**src/rtl/cpu_ctrl_pkg.sv**
```systemverilog
// ----------------------------------------------------------------------------
// cpu_ctrl_pkg
// Shared types and constants for the CPU controller slice: FSM state enum,
// instruction-class enum, opcode/op field values, writeback-select and ALU
// operation encodings.
//
// Optional feature macro: CPU_CTRL_ILLEGAL_TRAP_EN
//   defined   -> the ERR state exists and illegal instructions trap there
//   undefined -> no ERR state; illegal instructions behave as a NOP
// ----------------------------------------------------------------------------
package cpu_ctrl_pkg;

    // Top-level opcode field IR[15:13]
    localparam logic [2:0] OPC_MOV = 3'b110;
    localparam logic [2:0] OPC_ALU = 3'b101;

    // Sub-operation field IR[12:11]
    localparam logic [1:0] OP_MOV_REG = 2'b00;
    localparam logic [1:0] OP_MOV_IMM = 2'b10;
    localparam logic [1:0] OP_ADD     = 2'b00;
    localparam logic [1:0] OP_CMP     = 2'b01;
    localparam logic [1:0] OP_AND     = 2'b10;
    localparam logic [1:0] OP_MVN     = 2'b11;

    // Writeback data select
    localparam logic [1:0] VSEL_MDATA  = 2'b00;
    localparam logic [1:0] VSEL_SXIMM8 = 2'b01;
    localparam logic [1:0] VSEL_PC     = 2'b10;
    localparam logic [1:0] VSEL_C      = 2'b11;

    // ALU operation select
    localparam logic [1:0] ALU_ADD  = 2'b00;
    localparam logic [1:0] ALU_SUB  = 2'b01;
    localparam logic [1:0] ALU_AND  = 2'b10;
    localparam logic [1:0] ALU_NOTB = 2'b11;

    // Controller states; ERR only exists when illegal-instruction trapping is built in
    typedef enum logic [2:0] {
        S_WAIT,
        S_DECODE,
        S_GET_A,
        S_GET_B,
        S_ALU,
        S_WR_REG,
        S_WR_IMM
`ifdef CPU_CTRL_ILLEGAL_TRAP_EN
        ,
        S_ERR
`endif
    } state_e;

    // Instruction classes recognised by the decoder
    typedef enum logic [2:0] {
        CLS_MOV_IMM,
        CLS_MOV_REG,
        CLS_MVN,
        CLS_ADD,
        CLS_CMP,
        CLS_AND,
        CLS_ILLEGAL
    } instr_class_e;

    // Map the opcode/op pair onto an instruction class
    function automatic instr_class_e classify(input logic [2:0] opcode, input logic [1:0] op);
        instr_class_e cls;
        cls = CLS_ILLEGAL;
        if (opcode == OPC_MOV) begin
            if (op == OP_MOV_IMM) cls = CLS_MOV_IMM;
            else if (op == OP_MOV_REG) cls = CLS_MOV_REG;
        end else if (opcode == OPC_ALU) begin
            case (op)
                OP_ADD:  cls = CLS_ADD;
                OP_CMP:  cls = CLS_CMP;
                OP_AND:  cls = CLS_AND;
                default: cls = CLS_MVN;
            endcase
        end
        return cls;
    endfunction

endpackage

```
**src/rtl/cpu_ctrl_fsm_if.sv**
```systemverilog
// ----------------------------------------------------------------------------
// cpu_ctrl_if
// Bundles the controller's instruction input and datapath control outputs.
//   master : issues start/load/instruction word, observes the control outputs
//   slave  : the controller itself
// Signals:
//   s, load, in[15:0]            start, IR load enable, instruction word
//   w, err                       idle flag, illegal-instruction trap flag
//   readnum, writenum [2:0]      register-file addresses
//   loada, loadb, loadc, loads   datapath register load strobes
//   asel, bsel, write            operand selects, register-file write
//   vsel, shift, ALUop [1:0]     writeback select, shifter op, ALU op
//   sximm8, sximm5 [15:0]        sign-extended immediates from the IR
// ----------------------------------------------------------------------------
interface cpu_ctrl_if;

    logic        s;
    logic        load;
    logic [15:0] in;
    logic        w;
    logic        err;
    logic [2:0]  readnum;
    logic [2:0]  writenum;
    logic        loada;
    logic        loadb;
    logic        loadc;
    logic        loads;
    logic        asel;
    logic        bsel;
    logic        write;
    logic [1:0]  vsel;
    logic [1:0]  shift;
    logic [1:0]  ALUop;
    logic [15:0] sximm8;
    logic [15:0] sximm5;

    modport master (
        output s, load, in,
        input  w, err, readnum, writenum, loada, loadb, loadc, loads,
               asel, bsel, write, vsel, shift, ALUop, sximm8, sximm5
    );

    modport slave (
        input  s, load, in,
        output w, err, readnum, writenum, loada, loadb, loadc, loads,
               asel, bsel, write, vsel, shift, ALUop, sximm8, sximm5
    );

endinterface

```
**src/rtl/cpu_ctrl_fsm_instr_decoder.sv**
```systemverilog
// ----------------------------------------------------------------------------
// instr_decoder
// Purely combinational split of the instruction register into its fields,
// sign-extended immediates and an instruction class for the controller FSM.
// Ports:
//   i_ir[15:0]                 instruction register contents
//   o_op[1:0]                  IR[12:11]
//   o_rn, o_rd, o_rm [2:0]     IR[10:8], IR[7:5], IR[2:0]
//   o_sh[1:0]                  IR[4:3]
//   o_sximm8, o_sximm5 [15:0]  sign-extended IR[7:0] and IR[4:0]
//   o_class                    decoded instruction class
// ----------------------------------------------------------------------------
module instr_decoder
    import cpu_ctrl_pkg::*;
(
    input  logic [15:0]  i_ir,
    output logic [1:0]   o_op,
    output logic [2:0]   o_rn,
    output logic [2:0]   o_rd,
    output logic [1:0]   o_sh,
    output logic [2:0]   o_rm,
    output logic [15:0]  o_sximm8,
    output logic [15:0]  o_sximm5,
    output instr_class_e o_class
);

    assign o_op     = i_ir[12:11];
    assign o_rn     = i_ir[10:8];
    assign o_rd     = i_ir[7:5];
    assign o_sh     = i_ir[4:3];
    assign o_rm     = i_ir[2:0];
    assign o_sximm8 = {{8{i_ir[7]}}, i_ir[7:0]};
    assign o_sximm5 = {{11{i_ir[4]}}, i_ir[4:0]};

    // Class depends only on opcode and op; everything else is operand data
    always_comb begin
        o_class = classify(i_ir[15:13], i_ir[12:11]);
    end

endmodule

```
**src/rtl/cpu_ctrl_fsm.sv**
```systemverilog
// ----------------------------------------------------------------------------
// cpu_ctrl_fsm
// Multi-cycle controller for a simple register-file/ALU datapath. An
// instruction is latched into the IR whenever load=1; a start pulse in WAIT
// walks it through DECODE and the operand/execute/writeback states. All
// control outputs are Moore outputs of the current state and the IR.
// Ports:
//   clk    sole clock, rising edge
//   rst_n  asynchronous active-low reset (returns to WAIT, clears IR)
//   bus    cpu_ctrl_if.slave: s/load/in inputs, datapath control outputs
// Optional feature macro: CPU_CTRL_ILLEGAL_TRAP_EN
//   defined   -> illegal instructions enter ERR (err=1) until reset
//   undefined -> illegal instructions return to WAIT as a NOP, err tied 0
// ----------------------------------------------------------------------------
module cpu_ctrl_fsm
    import cpu_ctrl_pkg::*;
(
    input  logic        clk,
    input  logic        rst_n,
    cpu_ctrl_if.slave   bus
);

    logic [15:0]  r_ir;
    state_e       r_state;
    state_e       w_next;

    logic [1:0]   w_op;
    logic [2:0]   w_rn;
    logic [2:0]   w_rd;
    logic [1:0]   w_sh;
    logic [2:0]   w_rm;
    logic [15:0]  w_sximm8;
    logic [15:0]  w_sximm5;
    instr_class_e w_class;

    instr_decoder u_decoder (
        .i_ir     (r_ir),
        .o_op     (w_op),
        .o_rn     (w_rn),
        .o_rd     (w_rd),
        .o_sh     (w_sh),
        .o_rm     (w_rm),
        .o_sximm8 (w_sximm8),
        .o_sximm5 (w_sximm5),
        .o_class  (w_class)
    );

    assign bus.sximm8 = w_sximm8;
    assign bus.sximm5 = w_sximm5;

    // IR loads in every state; no protection against reloading mid-instruction
    always_ff @(posedge clk or negedge rst_n) begin
        if (!rst_n) begin
            r_ir <= '0;
        end else if (bus.load) begin
            r_ir <= bus.in;
        end
    end

    always_ff @(posedge clk or negedge rst_n) begin
        if (!rst_n) begin
            r_state <= S_WAIT;
        end else begin
            r_state <= w_next;
        end
    end

    always_comb begin
        w_next = r_state;
        case (r_state)
            S_WAIT: begin
                if (bus.s) w_next = S_DECODE;
            end
            S_DECODE: begin
                case (w_class)
                    CLS_MOV_IMM:                 w_next = S_WR_IMM;
                    CLS_MOV_REG, CLS_MVN:        w_next = S_GET_B;
                    CLS_ADD, CLS_CMP, CLS_AND:   w_next = S_GET_A;
`ifdef CPU_CTRL_ILLEGAL_TRAP_EN
                    default:                     w_next = S_ERR;
`else
                    default:                     w_next = S_WAIT;
`endif
                endcase
            end
            S_GET_A:  w_next = S_GET_B;
            S_GET_B:  w_next = S_ALU;
            // CMP only updates status flags, so it has no writeback cycle
            S_ALU:    w_next = (w_class == CLS_CMP) ? S_WAIT : S_WR_REG;
            S_WR_REG: w_next = S_WAIT;
            S_WR_IMM: w_next = S_WAIT;
`ifdef CPU_CTRL_ILLEGAL_TRAP_EN
            S_ERR:    w_next = S_ERR;
`endif
            default:  w_next = S_WAIT;
        endcase
    end

    always_comb begin
        bus.w        = 1'b0;
        bus.readnum  = 3'd0;
        bus.writenum = 3'd0;
        bus.loada    = 1'b0;
        bus.loadb    = 1'b0;
        bus.loadc    = 1'b0;
        bus.loads    = 1'b0;
        bus.asel     = 1'b0;
        bus.bsel     = 1'b0;
        bus.write    = 1'b0;
        bus.vsel     = VSEL_MDATA;
        bus.shift    = 2'b00;
        bus.ALUop    = ALU_ADD;
        case (r_state)
            S_WAIT: begin
                bus.w = 1'b1;
            end
            S_GET_A: begin
                bus.readnum = w_rn;
                bus.loada   = 1'b1;
            end
            S_GET_B: begin
                bus.readnum = w_rm;
                bus.loadb   = 1'b1;
            end
            S_ALU: begin
                bus.shift = w_sh;
                // Single-operand moves zero the A side so the ALU passes B through
                bus.asel  = (w_class == CLS_MOV_REG) || (w_class == CLS_MVN);
                bus.ALUop = (w_class == CLS_MOV_REG) ? ALU_ADD : w_op;
                if (w_class == CLS_CMP) begin
                    bus.loads = 1'b1;
                end else begin
                    bus.loadc = 1'b1;
                end
            end
            S_WR_REG: begin
                bus.writenum = w_rd;
                bus.vsel     = VSEL_C;
                bus.write    = 1'b1;
            end
            S_WR_IMM: begin
                bus.writenum = w_rn;
                bus.vsel     = VSEL_SXIMM8;
                bus.write    = 1'b1;
            end
            default: begin
            end
        endcase
    end

`ifdef CPU_CTRL_ILLEGAL_TRAP_EN
    assign bus.err = (r_state == S_ERR);
`else
    assign bus.err = 1'b0;
`endif

endmodule
```
**src/flat_wrapper.sv**
```systemverilog
// flat-port wrapper written by rule: the top's interface ports become plain ports
module cpu_ctrl_fsm_flat import cpu_ctrl_pkg::*;
  (clk, rst_n, bus_s, bus_load, bus_in, bus_w, bus_err, bus_readnum, bus_writenum, bus_loada, bus_loadb, bus_loadc, bus_loads, bus_asel, bus_bsel, bus_write, bus_vsel, bus_shift, bus_ALUop, bus_sximm8, bus_sximm5);
  cpu_ctrl_if bus_i ();
  input  logic clk;
  input  logic rst_n;
  input wire logic [$bits(bus_i.s)-1:0] bus_s;
  input wire logic [$bits(bus_i.load)-1:0] bus_load;
  input wire logic [$bits(bus_i.in)-1:0] bus_in;
  output wire logic [$bits(bus_i.w)-1:0] bus_w;
  output wire logic [$bits(bus_i.err)-1:0] bus_err;
  output wire logic [$bits(bus_i.readnum)-1:0] bus_readnum;
  output wire logic [$bits(bus_i.writenum)-1:0] bus_writenum;
  output wire logic [$bits(bus_i.loada)-1:0] bus_loada;
  output wire logic [$bits(bus_i.loadb)-1:0] bus_loadb;
  output wire logic [$bits(bus_i.loadc)-1:0] bus_loadc;
  output wire logic [$bits(bus_i.loads)-1:0] bus_loads;
  output wire logic [$bits(bus_i.asel)-1:0] bus_asel;
  output wire logic [$bits(bus_i.bsel)-1:0] bus_bsel;
  output wire logic [$bits(bus_i.write)-1:0] bus_write;
  output wire logic [$bits(bus_i.vsel)-1:0] bus_vsel;
  output wire logic [$bits(bus_i.shift)-1:0] bus_shift;
  output wire logic [$bits(bus_i.ALUop)-1:0] bus_ALUop;
  output wire logic [$bits(bus_i.sximm8)-1:0] bus_sximm8;
  output wire logic [$bits(bus_i.sximm5)-1:0] bus_sximm5;
  assign bus_i.s = bus_s;
  assign bus_i.load = bus_load;
  assign bus_i.in = bus_in;
  assign bus_w = bus_i.w;
  assign bus_err = bus_i.err;
  assign bus_readnum = bus_i.readnum;
  assign bus_writenum = bus_i.writenum;
  assign bus_loada = bus_i.loada;
  assign bus_loadb = bus_i.loadb;
  assign bus_loadc = bus_i.loadc;
  assign bus_loads = bus_i.loads;
  assign bus_asel = bus_i.asel;
  assign bus_bsel = bus_i.bsel;
  assign bus_write = bus_i.write;
  assign bus_vsel = bus_i.vsel;
  assign bus_shift = bus_i.shift;
  assign bus_ALUop = bus_i.ALUop;
  assign bus_sximm8 = bus_i.sximm8;
  assign bus_sximm5 = bus_i.sximm5;
  cpu_ctrl_fsm u_core (.clk(clk), .rst_n(rst_n), .bus(bus_i));
endmodule
```
**config.mk**
```make
export PLATFORM = sky130hd
export DESIGN_NAME = cpu_ctrl_fsm_flat
export DESIGN_NICKNAME = d
export VERILOG_FILES = /design/src/rtl/cpu_ctrl_pkg.sv /design/src/rtl/cpu_ctrl_fsm_if.sv /design/src/rtl/cpu_ctrl_fsm_instr_decoder.sv /design/src/rtl/cpu_ctrl_fsm.sv /design/src/flat_wrapper.sv
export SDC_FILE = /design/constraint.sdc
export NUM_CORES = 1
export LEC_CHECK = 0
export CORE_MARGIN = 2
export CORE_UTILIZATION = 38
export DETAILED_ROUTE_END_ITERATION = 16
export PLACE_DENSITY = 0.86
export SKIP_LAST_GASP = 1
export SLEW_MARGIN = 20
export SYNTH_ARGS = -nofsm -noshare
export SYNTH_HDL_FRONTEND = slang
export SYNTH_SLANG_ARGS = --single-unit
```
**constraint.sdc**
```tcl
create_clock -name clk -period 1.9 [get_ports clk]
set_input_delay 0.38 -clock clk [delete_from_list [all_inputs] [get_ports clk]]
set_output_delay 0.38 -clock clk [all_outputs]
set_load 0.1 [all_outputs]
```
==> results.sh, run 1 <==
export IMPL_drt_iter0_drc=18
export IMPL_cts_root_buffer="clkbuf_4"
export IMPL_cts_buffers=3
export IMPL_core_area_um2=3310
export IMPL_holdWs_ns=0.442
export IMPL_path_max_fanout=3
export IMPL_dr_pass1_iters=4
export IMPL_antenna_found_initial=0
export IMPL_max_cap_violations=0
export IMPL_finalMaxSlewViolations=0
export IMPL_regToRegEndpoint="u_core.r_state[0]"
export IMPL_clk_latency_ns=0.31
export IMPL_start_util_pct=39.3
export IMPL_hold_viol=0
export IMPL_chipHeight_um=62.5
export IMPL_dr_total_vias=1156
export IMPL_syn_area_um2=1300
export IMPL_synthTopCellsByArea="dfrtp_1 (37%), buf_4 (20%), mux2_2 (6.9%)"
export IMPL_synth_xor_area_share_pct=0
export IMPL_power_density_nw_per_um2=1360
export IMPL_outcome="finished, violations left"
export IMPL_io_buffers=70
export IMPL_rsz0062_at_grt="yes"
export IMPL_dpl_cell_count=216
export IMPL_synth_seq_area_share_pct=36.6
export IMPL_drive_gt1_share_pct=64.0
export IMPL_nNetsFinal=209
export IMPL_ir_worst_vdd_mv=0.804
export IMPL_leakagePower_nw=1.10
export IMPL_drc=0
export IMPL_overflow=0
export IMPL_dpl_worst_slack_ns=-0.0292
export IMPL_synth_simple_area_share_pct=15.3
export IMPL_synth_cell_types=35
export IMPL_htreeDepth=1
export IMPL_synth_compound_area_share_pct=7.89
export IMPL_failed_checks="negative setup slack"
export IMPL_post_drt_wl_per_cell_um=19.6
export IMPL_crit_arrival_ns=1.87
export IMPL_viasPerCell=4.98
export IMPL_gp_congestion=0.785
export IMPL_start_kind="flip-flop"
export IMPL_timing_final_crit_share_pct=118
export IMPL_timing_rr_start="u_core.r_ir[12]"
export IMPL_synth_top_family_by_area="buffers and inverters"
export IMPL_fin_ws_ns=-0.346
export IMPL_critPathCaptureType="primary output"
export IMPL_netlist_top_cells_count="buf_4 (35), dfrtp_1 (19), mux2_2 (8), nor2_1 (7), mux2_1 (6)"
export IMPL_track_usage_pct=22.5
export IMPL_worstSetupPathType="flip-flop to primary output"
export IMPL_ctsLongestPathBuffers=2
export IMPL_synth_most_common_cell="buf_4"
export IMPL_post_synth_top_area_cell="dfrtp_1"
export IMPL_min_period_ns=2.25
export IMPL_synth_edf_count=0
export IMPL_fin_cells=232
export IMPL_yosysWarnings=0
export IMPL_dp_hpwl_um=3340
export IMPL_io_pins=73
export IMPL_max_freq_mhz=445
export IMPL_synthMuxAreaShare_pct=14.4
export IMPL_grt_pass1_vias=1233
export IMPL_yosysTopAreaCellShare_pct=36.6
export IMPL_drt_total_wl_um=4550
export IMPL_ys_ff_latch=19
export IMPL_cts_tree="done"
export IMPL_cts_clk_slew_worst_paths_ns=0.12
export IMPL_required_ns=1.52
export IMPL_die_w_um=62.5
export IMPL_cts_sinks=19
export IMPL_fin_skew_ns=0.000789
export IMPL_min_path_type="input port to asynchronous set/reset pin"
export IMPL_fp_dieArea_um2=3910
export IMPL_ant_nets=0
export IMPL_synthAdderAreaFrac_pct=1.92
export IMPL_synthToLayoutAreaGrowth_pct=104
export IMPL_netlist_instances=130
export IMPL_rr_worst_depth=6
export IMPL_avgSynthCellArea_um2=10.0
export IMPL_row_count=21
export IMPL_fillerInstances=173
export IMPL_reg2reg_slack_ns=0.28
export IMPL_synthFlopType="dfrtp_1"
export IMPL_diodes=0
export IMPL_grt_max_degree=20
export IMPL_async_flop_share_pct=100
export IMPL_setup_violations=13
export IMPL_grt_pass1_wl_um=6780
flip-flops by register name, indices dropped and copies added (netlist names):
name / cells
u_core.r_ir: 16
u_core.r_state: 3
worst max-delay path, stage by stage, from the launching register on:
cell	delay [ns]
dfrtp_2	0.45
ha_4	0.18
nor4b_4	0.30
nand3_2	0.20
nand3_4	0.15
clkinvlp_4	0.10
buf_12	0.17
through the flow:
stage | cell area (um2) | power (mW) | setup TNS [ns] | util [%]
6_report | 2660 | 3.62 | -1.94 | 80.3
5_1_grt | 2660 | 3.72 | -2.99 | 80.3
4_1_cts | 2560 | 3.44 | -1.35 | 77.2
3_5_place_dp | 2430 | 3.07 | -0.0292 | 73.5
3_3_place_gp | 2430 | 3.00 | 0 | 73.5
2_1_floorplan | 1390 | 2.25 | -1.88 | -
cell families after synthesis:
logic type,Yosys count
buf+inv,44
simple gates,32
flops,19
mux,17
compound gates,15
fa+ha+maj,2
other cells,1
layout make-up:
class,count,area (um2),area share (%)
Inverter,5,27.5,1.04
Sequential cell,19,480,18.1
Clock buffer,4,26.3,0.989
Multi-Input combinational cell,68,684,25.8
Timing Repair Buffer,90,1380,52.0
Tap cell,46,57.6,2.17
worst max path at each step:
| stage | startpoint | to | slack, ns | depth (start not counted) |
|---|---|---|---|---|
| detailed placement | u_core.r_ir[11] | bus_loadc | -0.03 | 7 |
| CTS | u_core.r_ir[11] | bus_loadc | -0.34 | 7 |
| global placement | u_core.r_ir[11] | bus_loadc | 0.09 | 7 |
| global route | u_core.r_ir[11] | bus_loadc | -0.43 | 7 |
| finish | u_core.r_ir[12] | bus_loadc | -0.35 | 6 |
| floorplan | u_core.r_state[1] | bus_readnum[0] | -0.38 | 2 |
layout by cell type, fill, tap and decap left out, drive strengths merged:
master         netlist  routed
nor2                 9       9
and2b                1       1
nor3                 2       2
a22oi                3       3
o21ba                1       1
conb                 1       2
and2                 3       3
and3                 2       2
a32oi                1       1
o21ai                5       5
a41oi                1       1
buf                 38      71
nor4b                1       1
mux2                14      14
o311ai               1       1
dfrtp               19      19
o21a                 1       1
inv                  5       4
nand2                4       4
mux2i                3       3
a21oi                1       1
a31oi                1       1
ha                   2       2
nor2b                5       5
clkbuf               1       4
clkdlybuf4s50        0      19
nand2b               3       3
clkinvlp             0       1
nand3                2       2
layer usage:
metal / track usage [%] / up-vias / share of wire, %
met4: 12.5 / 0 / 7.5
li1: - / 512 / -
met3: 4.32 / 25 / 5.9
met2: 43.7 / 74 / 57
met5: 0 / - / 0
met1: 21.9 / 545 / 30
repair_timing:
item | CTS | global route
setup endpoints to repair | 15 | 16
pin swaps | 3 | 10
resized for setup | 10 | 15
buffers inserted | 6 | 6
hold buffers | 0 | 0
power by group:
group	total [mW]	switching (mW)	leakage (nW)	internal [mW]
Combinational	2.78	1.73	0.862	1.06
Sequential	0.614	0.143	0.222	0.471
Clock	0.219	0.137	0.0150	0.0821
Total	3.62	2.01	1.10	1.61
Power figures use the tool's default switching activity.
==> inputs of run 2 (changes only) <==
--- a/config.mk
+++ b/config.mk
@@ -8,6 +8,7 @@
 export CORE_MARGIN = 2
 export CORE_UTILIZATION = 38
 export DETAILED_ROUTE_END_ITERATION = 16
+export HOLD_SLACK_MARGIN = 0.08
 export PLACE_DENSITY = 0.86
 export SKIP_LAST_GASP = 1
 export SLEW_MARGIN = 20
==> results of run 2 <==
Final layout, timing and power as in run 1 (identical DEF).
==> inputs of run 3 (changes only) <==
==> constraint.sdc (replaced) <==
create_clock -name clk -period 2.45 [get_ports clk]
set_input_delay 0.49 -clock clk [delete_from_list [all_inputs] [get_ports clk]]
set_output_delay 0.49 -clock clk [all_outputs]
set_load 0.1 [all_outputs]
==> run 3 against run 2 <==
Against the previous run: the run now ends clean; first-iteration DRC count down 61%; flip-flop and latch count unchanged; clock-buffer cell count down 1; sequential share of layout area up 6.2 points; routed wire length down 34%; worst hold slack better by 0.068 ns; die area unchanged; power down 38%; core utilization down 21 points; cell count down 7.8%; sequential power down 22%; setup slack better by 0.48 ns; critical endpoint is now bus_asel.
==> results.sh, run 3 (synthesis results as in run 1) <==
export IMPL_fin_skew_ns=0.00192
export IMPL_core_area_um2=3310
export IMPL_chipHeight_um=62.5
export IMPL_holdWs_ns=0.510
export IMPL_cts_root_buffer="clkbuf_4"
export IMPL_mostFrequentLayoutCell="buf_4"
export IMPL_post_cts_setup_buffers=0
export IMPL_htreeDepth=1
export IMPL_top_register="u_core.r_ir"
export IMPL_drt_total_wl_um=3020
export IMPL_largest_register_ffs=16
export IMPL_combinationalPowerShare_pct=71.4
export IMPL_io_pins=73
export IMPL_clkPwrFrac_pct=7.3
export IMPL_start_kind="flip-flop"
export IMPL_dp_hpwl_um=2370
export IMPL_cts_buffers=3
export IMPL_drive_gt1_share_pct=48.8
export IMPL_crit_arrival_ns=1.83
export IMPL_min_path_type="input port to asynchronous set/reset pin"
export IMPL_ant_nets=0
export IMPL_track_usage_pct=15.6
export IMPL_die_w_um=62.5
export IMPL_viasPerCell=4.71
export IMPL_slowest_delay_ns=0.36
export IMPL_fp_dieArea_um2=3910
export IMPL_power_density_nw_per_um2=1140
export IMPL_cts_tree="done"
export IMPL_gp_congestion=0.729
export IMPL_grt_max_degree=20
export IMPL_slowest_stage="dfrtp_1"
export IMPL_post_drt_wl_per_cell_um=14.1
export IMPL_cts_sinks=19
export IMPL_crit_family="simple AND/OR/NAND/NOR gates"
export IMPL_overflow=0
export IMPL_grt_pass1_wl_um=4910
export IMPL_grt_pass1_vias=1065
export IMPL_hold_viol=0
export IMPL_ir_worst_vdd_mv=0.641
export IMPL_switching_share_pct=60.0
export IMPL_max_cap_violations=0
export IMPL_timing_final_crit_share_pct=94.6
export IMPL_required_ns=1.96
export IMPL_dpl_worst_slack_ns=0.413
export IMPL_critPathCaptureType="primary output"
export IMPL_min_period_ns=2.32
export IMPL_nNetsFinal=191
export IMPL_p_int_mw=0.901
export IMPL_leakagePower_nw=0.860
export IMPL_start_util_pct=39.3
export IMPL_diodes=0
export IMPL_clk_latency_ns=0.30
export IMPL_finalMaxSlewViolations=0
export IMPL_cts_clk_slew_worst_paths_ns=0.11
export IMPL_pwr_share_seq_pct=21.3
export IMPL_cp_num_buf_inv=2
export IMPL_antenna_found_initial=0
export IMPL_synthToLayoutAreaGrowth_pct=51.5
export IMPL_worstSetupPathType="flip-flop to primary output"
export IMPL_path_cells="inv_1, ha_2, nor4b_4, a32oi_2, nor2_2, buf_12"
export IMPL_outcome="finished, final reports clean"
export IMPL_drc=0
export IMPL_path_max_fanout=3
export IMPL_final_cell_mix="buf_4 (34), clkdlybuf4s50_1 (19), buf_12 (19)"
export IMPL_drt_iter0_drc=7
export IMPL_dr_pass1_iters=3
export IMPL_max_freq_mhz=432
export IMPL_rsz0062_at_grt="no"
export IMPL_io_buffers=70
export IMPL_ctsLongestPathBuffers=2
export IMPL_setup_violations=0
export IMPL_fin_ws_ns=0.133
export IMPL_largestRegisters="u_core.r_ir: 16 flops, u_core.r_state: 3 flops"
export IMPL_row_count=21
export IMPL_net_switching_power_mw=1.35
export IMPL_dr_total_vias=1009
[run 3: cell types whose count changed in the layout (fill, tap and decap cells not counted), moves of 4 or more]
cell	previous run	this run
buf_12	52	19
nor2_4	7	2
nor2_1	1	5
buf_4	17	34
[run 3: worst paths after layout]
| kind | startpoint | end | slack (ns) | cells past startpoint |
|---|---|---|---|---|
| max | u_core.r_ir[11] | bus_asel | 0.13 | 6 |
| min reg2reg | u_core.r_ir[8] | u_core.r_ir[8] | 0.55 | 1 |
| max reg2reg | u_core.r_ir[11] | u_core.r_state[0] | 0.93 | 5 |
| max in group asynchronous | rst_n | u_core.r_state[0] | 1.72 | 2 |
| min | rst_n | u_core.r_ir[11] | 0.51 | 2 |
| min in group clk | u_core.r_ir[8] | u_core.r_ir[8] | 0.55 | 1 |
[run 3: final cells by class]
| class | count | area (um2) |
|---|---|---|
| Timing Repair Buffer | 72 | 826 |
| Inverter | 5 | 18.8 |
| Clock inverter | 1 | 5.00 |
| Multi-Input combinational cell | 68 | 562 |
| Fill cell | 300 | 1340 |
| Tap cell | 46 | 57.6 |
| Clock buffer | 3 | 22.5 |
| Sequential cell | 19 | 478 |
[run 3: repair_timing]
item | 4_1_cts | 5_1_grt
resized for setup | 0 | 8
hold buffers | 0 | 0
hold endpoints to repair | 0 | 0
setup endpoints to repair | 0 | 3
[run 3: layer usage]
layer  track usage [%]  vias to the layer above  wire length [um]
li1                  -                      473                 -
met1              17.5                      467              1120
met2              26.6                       57              1520
met3              4.68                       12               258
met4              7.78                        0               110
met5                 0                        -                 0
[run 3: power by group through the flow]
stage	logic, mW	clock network (mW)	registers, mW
2_1_floorplan	1.26	0	0.417
3_3_place_gp	1.58	0	0.471
3_5_place_dp	1.60	0	0.477
4_1_cts	1.60	0.174	0.470
5_1_grt	1.66	0.189	0.494
6_report	1.61	0.164	0.479
[run 3: through the flow]
step / instance area [um2] / power [mW] / setup TNS (ns) / utilization [%] / instances
global route: 1970 / 2.34 / 0 / 59.5 / 214
finish: 1970 / 2.25 / 0 / 59.5 / 214
global placement: 1910 / 2.05 / 0 / 57.7 / 210
floorplan: 1320 / 1.68 / -1.39 / - / 131
CTS: 1940 / 2.24 / 0 / 58.6 / 214
detailed placement: 1910 / 2.08 / 0 / 57.7 / 210
